### config.mk
export PLATFORM = sky130hd
export DESIGN_NAME = load_extend_unit_flat
export DESIGN_NICKNAME = d
export VERILOG_FILES = /design/src/rtl/load_extend_unit_pkg.sv /design/src/rtl/load_extend_unit_if.sv /design/src/rtl/load_extend_unit_sign_zero_ext.sv /design/src/rtl/load_extend_unit.sv /design/src/flat_wrapper.sv
export SDC_FILE = /design/constraint.sdc
export NUM_CORES = 1
export LEC_CHECK = 0
export ABC_AREA = 1
export ABC_CLOCK_PERIOD_IN_PS = 1200
export CAP_MARGIN = 15
export CORE_MARGIN = 2
export CORE_UTILIZATION = 33
export CTS_BUF_LIST = sky130_fd_sc_hd__clkbuf_4 sky130_fd_sc_hd__clkbuf_8
export CTS_CLUSTER_DIAMETER = 100
export DETAILED_ROUTE_END_ITERATION = 12
export SYNTH_ARGS = -nofsm -noshare
export SYNTH_HDL_FRONTEND = slang
export SYNTH_HIERARCHICAL = 1
export SYNTH_SLANG_ARGS = --single-unit
### constraint.sdc
create_clock -name clk -period 1.2 [get_ports clk]
set_input_delay 0.24 -clock clk [delete_from_list [all_inputs] [get_ports clk]]
set_output_delay 0.24 -clock clk [all_outputs]
set_load 0.01 [all_outputs]
### src/rtl/load_extend_unit_pkg.sv
// Shared encodings and helpers for the load extend unit.
// Size codes and the supported register widths.
package load_extend_unit_pkg;

  typedef logic [1:0] size_t;

  localparam size_t SZ_BYTE  = 2'd0;
  localparam size_t SZ_HALF  = 2'd1;
  localparam size_t SZ_WORD  = 2'd2;
  localparam size_t SZ_DWORD = 2'd3;

  localparam int DW_NARROW = 32;
  localparam int DW_WIDE   = 64;

  function automatic int access_bits(size_t sz);
    return 8 << sz;
  endfunction

endpackage

### src/rtl/load_extend_unit_if.sv
// Valid/ready bundle between the MEM stage, the extender and WB.
// The master side produces beats and consumes results.
interface load_extend_unit_if
  import load_extend_unit_pkg::*;
#(
  parameter  int DATA_WIDTH = 32,
  parameter  int TAG_WIDTH  = 5,
  localparam int OFF_WIDTH  = $clog2(DATA_WIDTH/8)
);

  logic                  in_valid;
  logic                  in_ready;
  logic [DATA_WIDTH-1:0] in_data;
  logic [OFF_WIDTH-1:0]  in_offset;
  size_t                 in_size;
  logic                  in_signed;
  logic [TAG_WIDTH-1:0]  in_tag;

  logic                  out_valid;
  logic                  out_ready;
  logic [DATA_WIDTH-1:0] out_data;
  logic [TAG_WIDTH-1:0]  out_tag;
  logic                  out_misalign;

  modport master (
    output in_valid, in_data, in_offset,
    output in_size, in_signed, in_tag,
    output out_ready,
    input  in_ready, out_valid, out_data,
    input  out_tag, out_misalign
  );

  modport slave (
    input  in_valid, in_data, in_offset,
    input  in_size, in_signed, in_tag,
    input  out_ready,
    output in_ready, out_valid, out_data,
    output out_tag, out_misalign
  );

endinterface

### src/rtl/load_extend_unit_sign_zero_ext.sv
// Widens a field to OUT_WIDTH by sign or zero fill.
// Equal widths pass through untouched.
module sign_zero_ext #(
  parameter int IN_WIDTH  = 8,
  parameter int OUT_WIDTH = 32
) (
  input  logic [IN_WIDTH-1:0]  din,
  input  logic                 sext,
  output logic [OUT_WIDTH-1:0] dout
);

  generate
    if (OUT_WIDTH > IN_WIDTH) begin : g_ext
      logic fill;
      assign fill = sext & din[IN_WIDTH-1];
      assign dout = {{(OUT_WIDTH-IN_WIDTH){fill}}, din};
    end else begin : g_pass
      logic sext_unused;
      assign sext_unused = sext;
      assign dout = din[OUT_WIDTH-1:0];
    end
  endgenerate

endmodule

### src/rtl/load_extend_unit.sv
// Load-data lane select and extension with one registered
// valid/ready output stage carrying the destination tag.
module load_extend_unit
  import load_extend_unit_pkg::*;
#(
  parameter  int DATA_WIDTH = 32,
  parameter  int TAG_WIDTH  = 5,
  localparam int OFF_WIDTH  = $clog2(DATA_WIDTH/8)
) (
  input logic clk,
  input logic rst_n,
  load_extend_unit_if.slave io
);

  logic [DATA_WIDTH-1:0] shifted;
  logic [DATA_WIDTH-1:0] ext_b;
  logic [DATA_WIDTH-1:0] ext_h;
  logic [DATA_WIDTH-1:0] ext_w;
  logic [DATA_WIDTH-1:0] ext_d;
  logic [DATA_WIDTH-1:0] result;
  logic [OFF_WIDTH-1:0]  amask;
  logic                  legal;
  logic                  accept;

  logic                  valid_q;
  logic                  mis_q;
  logic [DATA_WIDTH-1:0] data_q;
  logic [TAG_WIDTH-1:0]  tag_q;

  // Addressed lane is moved down to bit 0 before extension.
  assign shifted = io.in_data >> {io.in_offset, 3'b000};

  assign amask = OFF_WIDTH'(access_bits(io.in_size) / 8 - 1);
  assign legal = (access_bits(io.in_size) <= DATA_WIDTH)
              && ((io.in_offset & amask) == '0);

  sign_zero_ext #(
    .IN_WIDTH (8),
    .OUT_WIDTH(DATA_WIDTH)
  ) u_ext_b (
    .din (shifted[7:0]),
    .sext(io.in_signed),
    .dout(ext_b)
  );

  sign_zero_ext #(
    .IN_WIDTH (16),
    .OUT_WIDTH(DATA_WIDTH)
  ) u_ext_h (
    .din (shifted[15:0]),
    .sext(io.in_signed),
    .dout(ext_h)
  );

  sign_zero_ext #(
    .IN_WIDTH (32),
    .OUT_WIDTH(DATA_WIDTH)
  ) u_ext_w (
    .din (shifted[31:0]),
    .sext(io.in_signed),
    .dout(ext_w)
  );

  generate
    if (DATA_WIDTH == DW_WIDE) begin : g_dword
      sign_zero_ext #(
        .IN_WIDTH (DATA_WIDTH),
        .OUT_WIDTH(DATA_WIDTH)
      ) u_ext_d (
        .din (shifted),
        .sext(io.in_signed),
        .dout(ext_d)
      );
    end else begin : g_no_dword
      assign ext_d = '0;
    end
  endgenerate

  always_comb begin
    result = '0;
    unique case (1'b1)
      io.in_size == SZ_BYTE:  result = ext_b;
      io.in_size == SZ_HALF:  result = ext_h;
      io.in_size == SZ_WORD:  result = ext_w;
      io.in_size == SZ_DWORD: result = ext_d;
      default:                result = '0;
    endcase
    if (!legal) result = '0;
  end

  assign io.in_ready = !valid_q || io.out_ready;
  assign accept      = io.in_valid && io.in_ready;

  always_ff @(posedge clk or negedge rst_n) begin
    if (!rst_n) begin
      valid_q <= 1'b0;
      data_q  <= '0;
      tag_q   <= '0;
      mis_q   <= 1'b0;
    end else if (accept) begin
      valid_q <= 1'b1;
      data_q  <= result;
      tag_q   <= io.in_tag;
      mis_q   <= !legal;
    end else if (io.out_ready) begin
      valid_q <= 1'b0;
    end
  end

  assign io.out_valid    = valid_q;
  assign io.out_data     = data_q;
  assign io.out_tag      = tag_q;
  assign io.out_misalign = mis_q;

endmodule

### src/flat_wrapper.sv
// flat-port wrapper written by rule: the top's interface ports become plain ports
module load_extend_unit_flat import load_extend_unit_pkg::*;
#(
  parameter  int DATA_WIDTH = 32,
  parameter  int TAG_WIDTH  = 5,
  localparam int OFF_WIDTH  = $clog2(DATA_WIDTH/8)
)
  (clk, rst_n, io_in_valid, io_in_data, io_in_offset, io_in_size, io_in_signed, io_in_tag, io_out_ready, io_in_ready, io_out_valid, io_out_data, io_out_tag, io_out_misalign);
  load_extend_unit_if #(.DATA_WIDTH(DATA_WIDTH), .TAG_WIDTH(TAG_WIDTH)) io_i ();
  input logic clk;
  input logic rst_n;
  input wire logic [$bits(io_i.in_valid)-1:0] io_in_valid;
  input wire logic [$bits(io_i.in_data)-1:0] io_in_data;
  input wire logic [$bits(io_i.in_offset)-1:0] io_in_offset;
  input wire logic [$bits(io_i.in_size)-1:0] io_in_size;
  input wire logic [$bits(io_i.in_signed)-1:0] io_in_signed;
  input wire logic [$bits(io_i.in_tag)-1:0] io_in_tag;
  input wire logic [$bits(io_i.out_ready)-1:0] io_out_ready;
  output wire logic [$bits(io_i.in_ready)-1:0] io_in_ready;
  output wire logic [$bits(io_i.out_valid)-1:0] io_out_valid;
  output wire logic [$bits(io_i.out_data)-1:0] io_out_data;
  output wire logic [$bits(io_i.out_tag)-1:0] io_out_tag;
  output wire logic [$bits(io_i.out_misalign)-1:0] io_out_misalign;
  assign io_i.in_valid = io_in_valid;
  assign io_i.in_data = io_in_data;
  assign io_i.in_offset = io_in_offset;
  assign io_i.in_size = io_in_size;
  assign io_i.in_signed = io_in_signed;
  assign io_i.in_tag = io_in_tag;
  assign io_i.out_ready = io_out_ready;
  assign io_in_ready = io_i.in_ready;
  assign io_out_valid = io_i.out_valid;
  assign io_out_data = io_i.out_data;
  assign io_out_tag = io_i.out_tag;
  assign io_out_misalign = io_i.out_misalign;
  load_extend_unit #(.DATA_WIDTH(DATA_WIDTH), .TAG_WIDTH(TAG_WIDTH)) u_core (.clk(clk), .rst_n(rst_n), .io(io_i));
endmodule
After elaboration in Yosys (flattened, before gate mapping)
Index checks and enable logic that the tools add are counted.

cells by class
  bitwise operators = 4
  muxes and demuxes = 4
  $add $sub $neg = 2
  equal/unequal tests = 2
  magnitude comparators = 1
  reductions and logical operators = 9
  shift-type cells = 2

operators with widths
  kind                                                  number
  one-hot mux 32 bit (3 select lines)                   1
  <= comparator 32 x 7 -> 1 bit, second input constant  1
  two-way mux 32 bit                                    1
  << shifter 4 x 2 -> 32 bit, first input constant      1
  >> shifter 32 x 5 -> 32 bit                           1
  logical NOT 2 bit                                     2
  bitwise AND 1 bit                                     3
  OR reduction 3 bit                                    1
  adder 2 x 1 -> 2 bit                                  1
  bitwise AND 2 bit                                     1
  == test 2 x 1 -> 1 bit, second input constant         1
  == test 2 bit, second input constant                  1
  logical AND 1 bit                                     2
  logical NOT 1 bit                                     2
  two-way mux 1 bit                                     2
  nonzero test 2 bit                                    1
  subtractor 2 bit, second input constant               1
  logical OR 1 bit                                      1

word-level totals
  input port bits = 46
  register bits = 39

Depth between registers and ports, before layout
  depth in word-level cells = 9
  depth in mapped cells = 12
  mapped depth without buffers = 10

Hierarchy
Netlist, hierarchy kept.

modules (own cells, without submodules)
  module                               cells an instance  area an instance (um^2)  times used
  load_extend_unit                     425                2803.9                   1
  sign_zero_ext at u_core.u_ext_b ...  34                 247.7                    2
  sign_zero_ext at u_core.u_ext_w      32                 240.2                    1

Worst setup path before layout
No wires, ideal clock.

  path type = input-to-reg
  start point = input io_in_offset[0]
  end point = register u_core.data_q[10] (netlist: u_core/io.out_data[10])
  path buffers = 2
  cell stages on the path = 11
  path slack = -0.511 ns
  arrival time = 1.646 ns
  library setup time = 0.066 ns
  cell sequence = inv_2 -> buf_2 -> o21ai_0 -> a21oi_1 -> nand2_1 -> inv_1 -> buf_4 -> nand2_1 -> nand3_1 -> nand3_1 -> nand2_1

on the way
  longest elaborated chain between the ends = 4

RTL lines
  item                                 RTL line                              text
  start: declaration                   flat_wrapper.sv:14                    input wire logic [$bits(io_i.in_offset)-1:0] io_in_offset;
  >> shifter 32 x 5 -> 32 bit          load_extend_unit.sv:31                assign shifted = io.in_data >> {io.in_offset, 3'b000};
  via u_core.shifted[7]                load_extend_unit.sv:15                logic [DATA_WIDTH-1:0] shifted;
  bitwise AND 1 bit                    load_extend_unit_sign_zero_ext.sv:15  assign fill = sext & din[IN_WIDTH-1];
  via u_core.u_ext_b.g_ext.fill        load_extend_unit_sign_zero_ext.sv:14  logic fill;
  one-hot mux 32 bit (3 select lines)  load_extend_unit.sv:81                unique case (1'b1)
  two-way mux 32 bit                   load_extend_unit.sv:88                if (!legal) result = '0;
  end signal: assignment               load_extend_unit.sv:102               data_q <= result;
  end: declaration                     load_extend_unit.sv:27                logic [DATA_WIDTH-1:0] data_q;

The timed path passes the listed nets, and every way through them passes these cells.
A chain may end at the register's enable or synchronous reset.

Final worst setup path
  start point = input io_in_signed
  end point = register u_core.data_q[31] (netlist: u_core/io.out_data[31])

on the way
  longest elaborated chain between the ends = 3

RTL lines
  item                                 RTL line                              text
  start: declaration                   flat_wrapper.sv:16                    input wire logic [$bits(io_i.in_signed)-1:0] io_in_signed;
  bitwise AND 1 bit                    load_extend_unit_sign_zero_ext.sv:15
  via u_core.ext_b[8]                  load_extend_unit.sv:16                logic [DATA_WIDTH-1:0] ext_b;
  one-hot mux 32 bit (3 select lines)  load_extend_unit.sv:81
  two-way mux 32 bit                   load_extend_unit.sv:88

The timed path passes the listed nets, and every way through them passes these cells.

==> results_dict.tcl <==
set metrics [dict create \
    syn_inst 525 \
    cp_max_fo 6 \
    synthTopCellsByCount "139 x nand2_1, 128 x nand3_1, 101 x buf_4, 39 x dfrtp_1, 21 x buf_2" \
    place_hpwl_um 7189 \
    worst_slew_pin_slew_ns 0.4363 \
    endpoint_kind "flip-flop" \
    ir_drop_v 0.0004631 \
    htree_levels 2 \
    maxSlewViolCount 0 \
    fmax_mhz 764.2 \
    r2r_slack_ns -0.01 \
    cts_buffers 5 \
    clk_latency_ns 0.30 \
    cp-start-kind "input pin" \
    synth_top_area_share_pct 27.57 \
    power_per_cell_area_mw_per_mm2 794.2 \
    dp_slack_ns -0.8620 \
    yosys_register_bits 39 \
    fin_nets 613 \
    m1WireLength_um 4693 \
    yosysUniqueCellTypes 21 \
    cts-root-buf "clkbuf_8" \
    rr_startpoint "u_core/io.out_valid" \
    pin_count 86 \
    setup_viol 25 \
    cts_buffer_depth 2 \
    num_antenna_cells 0 \
    dieArea_mm2 0.01157 \
    track_usage_pct 19.11 \
    drive_above_1_share_pct 45.42 \
    first_iter_violations 260 \
    synthTopCellsByArea "dfrtp_1 28%, buf_4 21%, nand3_1 18%" \
    yosysMostFrequentCell "nand2_1" \
    start_util_pct 34.13 \
    grt_max_degree 40 \
    async_flop_share_pct 100.0 \
    synth_top_cell_by_area "dfrtp_1" \
    first_pass_iters 4 \
    syn_area_per_cell_um2 6.742 \
    wl_met3_um 583 \
    final_cells 704 \
    crit_arrival_ns 1.50 \
    grt_overflow 0 \
    hold_class "in2async" \
    fin_crit_sh_pct 109.1 \
    synth_seq_area_share_pct 27.57 \
    synth_nets 571 \
    cts.sinks 39 \
    r2r-end "u_core/io.out_data[30]" \
    r2r.worst_path.cells 6 \
    maxCapViolCount 0 \
    n_fill_cell 994 \
    synth_flop_cell "dfrtp_1" \
    via_per_inst 4.987 \
    power.leakage_uw 0.002750 \
    grt_pass1_vias 3479 \
    die_h_um 107.6 \
    die_x_um 107.6 \
    antenna_found_initial 0 \
    wl_met2_um 5316 \
    required_ns 1.39 \
    grt_first_pass_wirelength_um 17550 \
    setup_slack_ns -0.1086 \
    grt_setup_unrepaired "true" \
    final_hold_viol_count 0 \
    ant_nets 0 \
    setup.worst_path.start "io_in_signed" \
    crit_type "in2reg" \
    highest-signal-layer "met4" \
    power.total_uw 4192 \
    clock_skew_ns 0.01443 \
    min_period_ns 1.309 \
    coreArea_mm2 0.01037 \
    port_buffers 85 \
    place_inst 663 \
    synth-edff-count 0 \
    avgRoutedWirePerCell_um 15.48 \
    outcome "finished with violations" \
    num_vias 3511 \
    syn_area_mm2 0.003540 \
    gp_congestion 0.8592 \
    yosysWarningCount 6 \
    violations "negative setup slack" \
    row_count 37 \
    remaining_drc_errors 0 \
    relSlewSlack_pct 70.79 \
    area_delta_synth_final_pct 49.10 \
    wl_um 10900 \
    path_clk_slew_ns 0.08 \
    tritoncts "built" \
]
-- cell usage in the layout, fill, tap and decap left out, drive strengths merged --
cell type	instances
nand2	140
nand3	128
buf	86
dfrtp	39
clkdlybuf4s15	25
clkdlybuf4s50	23
nor2	23
clkbuf	20
o21ai	19
a21oi	15
dlygate4sd2	10
inv	10
or2	8
dlymetal6s2s	6
o211ai	4
a22oi	4
clkinvlp	3
clkinv	2
o22ai	2
dlygate4sd3	1
-- routing by layer --
metal / vias up / GRT usage, %
met3: 23 / 3.148
met4: 0 / 7.601
li1: 1713 / -
met2: 109 / 31.45
met5: - / 0
met1: 1666 / 24.90
-- cell families (layout without fill, tap and decap cells) --
group / count (synthesis) / count (layout) / share of synthesized area (%)
buffers and inverters: 144 / 186 / 27.57
AO/OA/AOI/OAI: 44 / 44 / 6.963
flip-flops: 39 / 39 / 27.57
AND/OR/NAND/NOR: 298 / 299 / 37.89
-- flip-flops by register name (all words and copies together) (netlist names) --
| register | cells |
|---|---|
| u_core/io.out_valid | 1 |
| u_core/io.out_tag | 5 |
| u_core/io.out_data | 32 |
| u_core/io.out_misalign | 1 |
-- power by group --
group          internal (uW)  switching [uW]  leakage, uW
Combinational            831             938      0.00219
Clock                    430             495    0.0000446
Sequential              1430            68.8     0.000520
Total                   2690            1500      0.00275
-- worst max-delay path, stage by stage --
cell	delay (ns)
clkdlybuf4s50_1	0.46
nand2_2	0.12
clkinvlp_4	0.12
buf_6	0.15
buf_12	0.14
nand2_4	0.07
nand3_4	0.06
nand3_2	0.07
nand2_1	0.05
-- per-stage QoR --
stage / area [um2] / setup TNS (ns) / hold slack (ns) / utilization (%)
2_1_floorplan: 3595 / -8.375 / -0.05559 / -
3_3_place_gp: 4068 / -27.49 / 0.2242 / 39.23
3_5_place_dp: 4068 / -28.74 / 0.2343 / 39.23
4_1_cts: 5030 / -1.962 / 0.4405 / 48.50
5_1_grt: 5278 / -3.625 / 0.4495 / 50.89
6_report: 5278 / -1.968 / 0.4292 / 50.89
-- worst max path at each step --
stage                              to  slack (ns)  cells past startpoint
3_3_place_gp   u_core/io.out_data[12]       -0.82                     10
3_5_place_dp   u_core/io.out_data[31]       -0.86                     10
4_1_cts        u_core/io.out_data[31]       -0.15                     14
5_1_grt        u_core/io.out_data[29]       -0.17                     11
2_1_floorplan  u_core/io.out_data[10]       -0.35                     10
6_report       u_core/io.out_data[31]       -0.11                      9
-- final cells by class --
type / instances / area, um2 / share of cell area (%)
Tap cell: 136 / 170.2 / 3.224
Clock inverter: 2 / 12.51 / 0.2371
Timing Repair inverter: 1 / 6.256 / 0.1185
Clock buffer: 6 / 76.32 / 1.446
Sequential cell: 39 / 975.9 / 18.49
Timing Repair Buffer: 165 / 1607 / 30.44
Multi-Input combinational cell: 343 / 2370 / 44.90
Inverter: 12 / 60.06 / 1.138
-- repair_timing --
action	in CTS	in global routing
resized for setup	267	75
cloned	5	2
endpoints found under the hold margin	39	0
setup endpoints to repair	78	54
hold buffers	1	0
pin swaps	62	49
buffers inserted	20	7
No activity file was read; power rests on OpenSTA's default activity.
